===== config.mk =====
export PLATFORM = sky130hd
export DESIGN_NAME = seq_pattern_det
export DESIGN_NICKNAME = d
export VERILOG_FILES = /design/src/rtl/seq_pattern_det.sv
export SDC_FILE = /design/constraint.sdc
export NUM_CORES = 1
export LEC_CHECK = 0
export ABC_AREA = 1
export CORE_UTILIZATION = 35
export DETAILED_ROUTE_END_ITERATION = 8
export GPL_ROUTABILITY_DRIVEN = 1
export PLACE_DENSITY = 0.63
export SYNTH_ARGS = -nofsm -noshare
export SYNTH_HDL_FRONTEND = slang
export SYNTH_SLANG_ARGS = --single-unit

===== constraint.sdc =====
create_clock -name clk -period 3.44 [get_ports clk]
set_input_delay 0.516 -clock clk [delete_from_list [all_inputs] [get_ports clk]]
set_output_delay 0.516 -clock clk [all_outputs]
set_load 0.02 [all_outputs]

===== src/rtl/seq_pattern_det.sv =====
// Serial pattern detector with a pattern and length loaded at run time.
// Supports overlapping or non-overlapping matches, and keeps a saturating match counter.
module seq_pattern_det #(
    parameter  int unsigned MAX_LEN = 8,
    parameter  int unsigned CNT_W   = 8,
    localparam int unsigned LW      = $clog2(MAX_LEN + 1)
) (
    input  logic               clk,
    input  logic               rst,
    input  logic               in_valid,
    input  logic               in_data,
    input  logic               in_state_reset,
    input  logic               cfg_load,
    input  logic [MAX_LEN-1:0] cfg_pattern,
    input  logic [LW-1:0]      cfg_len,
    input  logic               cfg_overlap,
    output logic [LW-1:0]      out_cur_state,
    output logic               out,
    output logic [CNT_W-1:0]   out_match_cnt,
    output logic               out_cnt_sat
);

    localparam logic [LW-1:0]    LEN_MAX = LW'(MAX_LEN);
    localparam logic [CNT_W-1:0] CNT_MAX = '1;

    logic [MAX_LEN-1:0] pat_q, pat_d;
    logic [LW-1:0]      len_q, len_d;
    logic               ovl_q, ovl_d;
    logic [MAX_LEN-1:0] hist_q, hist_d;
    logic [LW-1:0]      fill_q, fill_d;
    logic [LW-1:0]      state_q, state_d;
    logic               out_q, out_d;
    logic [CNT_W-1:0]   cnt_q, cnt_d;
    logic               sat_q, sat_d;

    logic [MAX_LEN-1:0] hist_acc;
    logic [LW-1:0]      fill_acc;
    logic [LW-1:0]      lim;
    logic [LW-1:0]      best;
    logic [MAX_LEN-1:0] mask;
    logic [MAX_LEN-1:0] pat_sh;
    logic               match;

    // State register
    always_ff @(posedge clk or posedge rst) begin
        if (rst) begin
            pat_q   <= '0;
            len_q   <= '0;
            ovl_q   <= 1'b0;
            hist_q  <= '0;
            fill_q  <= '0;
            state_q <= '0;
            out_q   <= 1'b0;
            cnt_q   <= '0;
            sat_q   <= 1'b0;
        end else begin
            pat_q   <= pat_d;
            len_q   <= len_d;
            ovl_q   <= ovl_d;
            hist_q  <= hist_d;
            fill_q  <= fill_d;
            state_q <= state_d;
            out_q   <= out_d;
            cnt_q   <= cnt_d;
            sat_q   <= sat_d;
        end
    end

    // Next-state logic
    always_comb begin
        pat_d   = pat_q;
        len_d   = len_q;
        ovl_d   = ovl_q;
        hist_d  = hist_q;
        fill_d  = fill_q;
        state_d = state_q;
        out_d   = 1'b0;
        cnt_d   = cnt_q;
        sat_d   = sat_q;

        hist_acc = {hist_q[MAX_LEN-2:0], in_data};
        fill_acc = (fill_q == LEN_MAX) ? fill_q : fill_q + LW'(1);
        lim      = (fill_acc < len_q) ? fill_acc : len_q;
        mask     = '0;
        pat_sh   = '0;
        best     = '0;

        // Longest pattern prefix that ends the history; the ascending scan keeps the largest hit
        for (int unsigned k = 1; k <= MAX_LEN; k++) begin
            mask   = (MAX_LEN'(1) << k) - MAX_LEN'(1);
            pat_sh = pat_q >> (len_q - LW'(k));
            if ((LW'(k) <= lim) && (((hist_acc ^ pat_sh) & mask) == '0)) begin
                best = LW'(k);
            end
        end
        match = (len_q != '0) && (best == len_q);

        if (in_state_reset) begin
            hist_d  = '0;
            fill_d  = '0;
            state_d = '0;
            cnt_d   = '0;
            sat_d   = 1'b0;
        end else if (cfg_load) begin
            pat_d   = cfg_pattern;
            len_d   = (cfg_len > LEN_MAX) ? LEN_MAX : cfg_len;
            ovl_d   = cfg_overlap;
            hist_d  = '0;
            fill_d  = '0;
            state_d = '0;
        end else if (in_valid) begin
            hist_d  = hist_acc;
            fill_d  = fill_acc;
            state_d = best;
            out_d   = match;
            if (match) begin
                // Non-overlap restarts the search; stale history bits are masked by fill
                if (!ovl_q) begin
                    fill_d  = '0;
                    state_d = '0;
                end
                if (cnt_q != CNT_MAX) begin
                    cnt_d = cnt_q + CNT_W'(1);
                end
                if (cnt_d == CNT_MAX) begin
                    sat_d = 1'b1;
                end
            end
        end
    end

    // Outputs
    always_comb begin
        out_cur_state = state_q;
        out           = out_q;
        out_match_cnt = cnt_q;
        out_cnt_sat   = sat_q;
    end

endmodule

==> metrics.txt <==
R2R Path End=out_match_cnt[2]$_DFFE_PP0P_; vias in the first global route=4165; fin crit period=3.12 ns; drt pass-1 iters=5; CP Class=reg -> reg; initial DRC count=255; Tcrit/Tclk final=90.7%; startpoint class of the critical path=flip-flop; CP Buf/Inv Count=3; post-DR wirelength/cell=approximately 14 um; CP max FO=9; row cnt=38; largest area contributor in the netlist=nand2_1; Vias/cell=5.27; # DRC=0; R2R cell count=23; first-pass GRT wire length=approximately 20000 um; worst-path cell chain=nand3_1 -> xor2_2 -> inv_1 -> ha_1 -> a21oi_2 -> buf_4 -> nand2_2 -> nand2_1 -> nand2_1 -> nand2_1 -> nand2_1 -> nor2_2 -> nor2_1 -> nand2_1 -> nand2_1 -> nand2_1 -> nand3_1 -> nor2_2 -> nand2_1 -> nor2_4 -> buf_4 -> nand4_1 -> nand2_1; Worst Hold End=out_cur_state[1]$_DFFE_PP0P_; Seq/Total Area, Yosys=approximately a quarter; Overall Global Routing Usage=22.4%; Critical Path Most Common Cell=nand2_1; Crit path arrival time=between 3 and 4 ns; CTS Buf Count=5; Crit-path slowest cell=dfrtp_1; CTS Sinks=38; placer congestion estimate=0.921; Clock Root Buffer=clkbuf_8; Post-Synthesis Cells=668; Pleak=0.00243 uW; Max-slew headroom=around three fifths; Synth cell types=35; CTS H-tree lvls=2; post-synth net total=702; top area cells in the synthesized netlist=nand2_1 25%, dfrtp_1 24%, nand3_1 14%, inv_1 5.7%, ha_1 4.8%; R2R Setup Slk=0.32 ns; final wirelength=12300 um; layout cells sized above 1=under 10%; Port Buffers=32; worst skew pair latency=0.31 ns; Worst-path clk slew=around 0.090 ns; GRT overflow=0; Setup Skew=0.00549 ns; CTS max path bufs=2; hold slack=0.484 ns; final setup fails=0; crit path capture type=flip-flop; Synth Register Bits=38; final worst setup slack=0.321 ns; core area=roughly 11000 sq um; top cell family by delay on the critical path=simple AND/OR/NAND/NOR gates; max_cap viols=0; antenna violations before repair=0; commonest non-fill, non-tap cell in the layout=nand2_1; Peak Freq=0.321 GHz; Synth warnings=0; Worst EP required=3.69 ns; mapped cell area=between 3000 and 4000 sq um; # IOs=33; Avg Inst Size Synth=~5.9 sq um; Hold Crit Start=out_cur_state[1]$_DFFE_PP0P_; detailed placement HPWL=approximately 9400 um; Inserted Diodes=0; area delta synth->final=18.8%; TritonCTS clock tree=built; worst vdd ir=161 uV; die width=108 um; die area=11600 sq um; Starting Density=between 30% and 40%; PwrDens=399 nW/um^2; fin. max-slew vios=0; Hold Vio Cnt, Final=0; FF-to-FF Start=fill_q[0]$_DFFE_PP0P_; Min-Delay Path Class=reg -> reg; worst hold stages=2; largest net degree at the start of global routing=26; worst-margin pin slew=0.586 ns; DR vias=4489; crit-path max cell delay=approximately 0.43 ns; Post-Place Worst Slack=about 0.021 ns; top cell type's share of synthesized area=between 20 and 30%; final net count=roughly 740; final core occ=42.8%; status=completed; highest-count cells in the layout ignoring fill and taps=265 x nand2_1, 107 x nand3_1, 59 x inv_1, 38 x nor2_1, 38 x dfrtp_1; height of the die=roughly 110 um; post-route ant nets=0
[layer usage]
| metal | share of wire, % | track usage (%) |
|---|---|---|
| met1 | 45 | 28.8 |
| met2 | 45 | 36.4 |
| met3 | 6.8 | 3.63 |
| met4 | 3.7 | 10.8 |
| met5 | 0 | 0 |
[worst max-delay path by stage]
| stage | from | to | slack (ns) | cells past startpoint |
|---|---|---|---|---|
| 3_3_place_gp | in_data | out_match_cnt[3]$_DFFE_PP0P_ | 0.13 | 18 |
| 2_1_floorplan | fill_q[0]$_DFFE_PP0P_ | out_cur_state[0]$_DFFE_PP0P_ | 0.34 | 22 |
| 5_1_grt | fill_q[0]$_DFFE_PP0P_ | out_cnt_sat$_DFFE_PP0P_ | -0.02 | 25 |
| 4_1_cts | fill_q[0]$_DFFE_PP0P_ | out_match_cnt[2]$_DFFE_PP0P_ | 0.23 | 26 |
| 6_report | fill_q[0]$_DFFE_PP0P_ | out_match_cnt[2]$_DFFE_PP0P_ | 0.32 | 23 |
| 3_5_place_dp | in_data | out_match_cnt[1]$_DFFE_PP0P_ | 0.02 | 18 |
[cell families after synthesis]
family	after synthesis	synth area share, %
AND/OR/NAND/NOR	463	51.3
buffers and inverters	88	9.12
AO/OA/AOI/OAI	45	6.35
flip-flops	38	24.2
XOR/XNOR	19	4.24
adder cells (fa/ha/maj)	15	4.78
[Yosys cell counts]
master	count
nand2_4	1
xor2_1	16
buf_4	3
o21ai_1	3
inv_1	60
nand2_1	265
nor4_1	1
ha_1	15
buf_1	1
buf_6	1
xnor2_1	3
nand4_1	29
or2_1	1
nand3_1	107
a21oi_1	13
nor3b_1	1
nor2_4	1
inv_2	4
nor2_1	40
o211ai_2	1
buf_2	7
nor2_2	1
clkbuf_1	8
nand4_2	1
nand2_2	6
o21ai_0	19
nor3_1	6
clkinv_1	4
nand3b_1	1
dfrtp_1	38
and2_1	1
o22ai_1	6
o211ai_1	2
or2_2	1
a21oi_2	1
[flip-flops by register name, summed over array words and instances (netlist names), 4 cells and up]
name and cells:
len_q 4, pat_q 8, out_cur_state 4, out_match_cnt 8
fill_q 4, hist_q 7
[power by group]
group          internal [uW]  switching [uW]  leakage [uW]
sequential               470            20.9      0.000509
clock                    217             190     0.0000514
combinational            327             635       0.00187
[cell type report]
cell class,count,area (sq um)
repair buffers,55,509
multi-input cells,542,2660
clock buffers,6,72.6
fillers,1151,6230
well taps,140,175
clock inverters,2,37.5
inverters,68,258
flip-flops and latches,38,951
[metrics by stage]
step	std cells	power (uW)	setup TNS, ns	area, sq um
floorplan	668	1180	0	3920
global placement	839	1430	0	4470
detailed placement	839	1430	0	4470
CTS	847	1840	0	4580
global route	851	2010	-0.0310	4660
finish	851	1860	0	4660
[what timing repair did]
action	CTS	global route
setup buffers	0	3
resized for setup	0	13
hold buffers	0	0
endpoints found under the setup margin	0	18
[tightest hold or removal path: cells and delay by family, from the launching register on]
| family | cells | cell delay, ns |
|---|---|---|
| and+or+nand+nor | 2 | 0.11 |
| DFF | 1 | 0.34 |
Note: power is estimated with default switching activity, not from simulation.
==> patch 1, RTL diff (same flow settings) <==
Change the parameter `CNT_W` from 8 to 6.
--- a/src/rtl/seq_pattern_det.sv
+++ b/src/rtl/seq_pattern_det.sv
@@ -2,7 +2,7 @@
 // Supports overlapping or non-overlapping matches, and keeps a saturating match counter.
 module seq_pattern_det #(
     parameter  int unsigned MAX_LEN = 8,
-    parameter  int unsigned CNT_W   = 8,
+    parameter  int unsigned CNT_W   = 6,
     localparam int unsigned LW      = $clog2(MAX_LEN + 1)
 ) (
     input  logic               clk,
Interface: changed (resized out_match_cnt); port bits go from 33 to 31. No check against the original RTL was run, so the function may have changed too.
==> patch 1 against the original RTL <==
Final area shrank 3.5%. Total power shrank 6.0%. Sequential cell count shrank 2. Wire length shrank 6.4%. Combinational power grew 2.4%. Sequential share of layout area shrank 0.36 points. Non-clock buffer count shrank 8. Worst setup slack lost 0.063 ns. Area after synthesis shrank 2.6%. Largest cell class unchanged.
==> patch 1: results <==
clock_tree:
  clk_pin_slew_ns: 0.07
  cts_resized: 0
  clock_path_buffers: 2
power:
  total_leakage_power_nw: 2.29
  vdd_drop_max_mv: 0.216
final_layout:
  buf_share_pct: 9.52
  signal_buffers: 47
  inv_count: 65
  num-multi-input-gates: 502
  clock_area_share_pct: 1.73
  drive_above_1_share_pct: 12.3
  ff_latch_area_um2: 901
  multi_input_area_share_pct: 59.3
  syn2layout_area_growth_pct: 17.7
  largest_reg_flops: 8
  fillers: 1125
  multi_input_area_um2: 2670
  stdcell_count: 793
  layout.nets: 691
timing:
  clock_skew_ns: 0.00723
  whs_ns: 0.484
  worst-slew-pin-transition_ns: 0.480
  final.min_clock_period_ns: 3.18
setup_path:
  path_max_fanout: 8
  worstPathRequired_ns: 3.63
  crit_path_start: "len_q[1]"
  critPathCapture: "out_cur_state[0]"
  r2r-end: "out_cur_state[0]"
  rrSetupSlack_ns: 0.26
  reg2reg_depth: 20
  crit_path_top_delay_cell: "xnor2_1"
logic_synthesis:
  ys_types: 38
  postSynthCellCount: 620
  synth_area_leaders: "dfrtp_1, nand2_1, nand3_1"
  synth_common_cells: "nand2_1, nand3_1, inv_1"
  synth_fp_nets: 654
  ys_seq_area_share_pct: 23.6
  ys_seq_elements: 36
placed_design:
  port_buffers: 30
  pre_cts_slack_ns: 0.0304
  gp_congestion: 0.954
  hpwlAfterDp_mm: 8.97
  place_area_um2: 4290
global_route:
  grt.total_usage_pct: 21.2
  antenna_found_initial: 0
  grt_use_met1_pct: 29.1
  grt_pass1_vias: 3880
  use_met2_pct: 32.8
  met3_usage_pct: 2.88
  grt_max_degree: 37
  grt_pass1_wl_mm: 18.9
run_status:
  outcome: "finished, final reports clean"
drt:
  vias: 4157
  route.met3.wl_um: 813
  wl_mm: 11.5
  drtIter0Drc: 376
  wl_met1_mm: 5.28
  wl_met2_mm: 5.05
worst_hold_path:
  min_path_cells: 2
patch 1: changes by cell type after synthesis, sizes merged, moves of 2 or more:
| cell | delta |
|---|---|
| clkinv | -3 |
| xor2 | +3 |
| o21ai | +7 |
| nand2 | -30 |
| a21oi | -2 |
| nor3 | -4 |
| dfrtp | -2 |
| a31oi | +2 |
| nand4 | -9 |
| clkbuf | -3 |
| nor2 | +6 |
| o22ai | -4 |
| nand3 | -7 |
patch 1: where the power goes:
part	switching (mW)	total (mW)	internal [mW]
logic	0.653	0.986	0.333
registers	0.0206	0.467	0.447
clock network	0.157	0.295	0.138
total	0.830	1.75	0.918
patch 1: kinds of logic after synthesis:
| kind of cell | Yosys count | synth area share, % |
|---|---|---|
| xor+xnor | 23 | 5.67 |
| fa+ha+maj | 15 | 4.91 |
| compound gates | 49 | 7.31 |
| flops | 36 | 23.6 |
| buf+inv | 82 | 9.53 |
| simple gates | 415 | 49.0 |
==> patch 2, RTL diff (same settings) <==
Without the edit above. Reset style: synchronous (`rst`), changed in one clocked block.
--- a/src/rtl/seq_pattern_det.sv
+++ b/src/rtl/seq_pattern_det.sv
@@ -42,7 +42,7 @@
     logic               match;
 
     // State register
-    always_ff @(posedge clk or posedge rst) begin
+    always_ff @(posedge clk) begin
         if (rst) begin
             pat_q   <= '0;
             len_q   <= '0;
Behaviour: differs if rst is asserted again (counterexample within 4 cycles, from zero or initial values and one cycle with rst high); with rst held inactive, the same outputs for 4 cycles.
==> patch 2 against the original RTL <==
Synthesized cell count decreased by 0.75%. Sequential cell count unchanged. Final area decreased by 2.5%. Fmax decreased by 0.83%. Global-route usage about the same. Die area decreased by 2.5%. First-iteration DRC count increased by 18%. Wire length decreased by 1.2%. Non-clock buffer count decreased by 6. Cell count decreased by 2.4%. Largest cell class unchanged. Critical endpoint is now out_match_cnt[7]. Area after synthesis decreased by 2.6%. Worst setup slack got worse by 0.026 ns.
Power is not compared: it rests on default switching activity, and its combinational part moved more than twofold at a synthesized area within 25%.
==> patch 2: results <==
logic_synthesis:
  synth_area_leaders: "nand2_1, dfxtp_1, nand3_1"
  synth_common_cells: "nand2_1, nand3_1, inv_1"
  synth_fp_nets: 697
  synth_xor_area_share_pct: 5.20
  yosys_warnings: 0
  ys_seq_area_share_pct: 19.9
  synthAdderAreaFrac_pct: 4.91
  async_flop_share_pct: 0
  ys_types: 37
  synthFlopType: "dfxtp_1"
  synth_mux_area_share_pct: 0
  synth_top_area_cell: "nand2_1"
  synth_compound_area_share_pct: 9.46
clock_tree:
  clock_latency_ns: 0.31
  htreeDepth: 2
  clock_path_buffers: 2
  clk_pin_slew_ns: 0.08
  numCtsBuffers: 5
  cts-root-buf: "clkbuf_8"
setup_path:
  cp_top_family: "simple AND/OR/NAND/NOR gates"
  arrival_ns: 3.36
  critical-path-max-stage-delay_ns: 0.37
  rrSetupSlack_ns: 0.29
  crit_path_start: "fill_q[0]"
  crit_path_top_delay_cell: "dfxtp_4"
  path_max_fanout: 8
final_layout:
  drive_above_1_share_pct: 11.4
  layout.nets: 728
  n_antenna_cell: 0
worst_hold_path:
  min-delay-start: "out_cnt_sat"
  holdCritPathClass: "reg2reg"
drt:
  route.met3.wl_um: 868
  wl_mm: 12.1
  first_pass_iters: 5
  vias: 4384
  top_layer: "met4"
  wl_met1_mm: 5.39
  wl_met2_mm: 5.62
  drtIter0Drc: 300
global_route:
  grt.total_usage_pct: 22.4
  grt_pass1_vias: 4074
  grt_pass1_wl_mm: 20.1
  grt_max_degree: 24
  antenna_found_initial: 0
power:
  total_leakage_power_nw: 1.99
  vdd_drop_max_mv: 0.157
  powerSeq_mw: 0.461
  cellPowerDensity_nw_per_um2: 291
  switching_share_pct: 33.9
  pg_comb_mw: 0.382
placed_design:
  hpwlAfterDp_mm: 9.19
  place_area_um2: 4280
  port_buffers: 32
  gp_congestion: 0.959
timing:
  clock_skew_ns: 0.00526
  slew_headroom_pct: 60.9
  whs_ns: 0.469
run_status:
  outcome: "finished, final reports clean"
## patch 2: per-layer routing
layer | vias to the layer above | GRT usage [%]
met3 | 19 | 3.62
met1 | 2018 | 29.5
met4 | 0 | 7.83
met5 | - | 0
li1 | 2200 | -
met2 | 147 | 36.9
## patch 2: path summary, 6_finish.rpt
path	to	cells past startpoint
max	out_match_cnt[7]	26
max reg2reg	out_match_cnt[7]	26
min reg2reg	out_cnt_sat	2
min	out_cnt_sat	2
## patch 2: kinds of logic after synthesis
| family | after synthesis |
|---|---|
| AOI/OAI and AO/OA | 67 |
| xor gates and xnor gates | 21 |
| adders and majority gates | 15 |
| buffers and inverters | 92 |
| DFF | 38 |
| and+or+nand+nor | 430 |
## patch 2: stage by stage
stage,setup WS [ns],std cells,utilization (%),TNS (ns)
after floorplan,0.491,663,-,0
after global routing,-0.0283,831,43.4,-0.116
final,0.295,831,43.4,0
after CTS,0.0523,829,42.3,0
after detailed placement,0.101,821,40.9,0
after global placement,0.163,821,40.9,0
## patch 2: tightest hold or removal path: stages (launching register included)
cell and delay (ns):
dfxtp_1 0.32, nand2_1 0.06, nand2_1 0.05
## patch 2: what timing repair did
action | CTS | global route
hold endpoints to repair | 0 | 0
gates resized for setup | 0 | 25
endpoints found under the setup margin | 0 | 18
buffers inserted | 0 | 2
## patch 2: area by class of cell
| cell class | count | area (µm²) |
|---|---|---|
| clock buffers | 5 | 68.8 |
| flip-flops and latches | 38 | 767 |
| clock inverters | 3 | 68.8 |
| well taps | 136 | 170 |
| inverters | 67 | 258 |
| multi-input cells | 533 | 2760 |
| fillers | 1165 | 5920 |
| repair buffers | 49 | 452 |
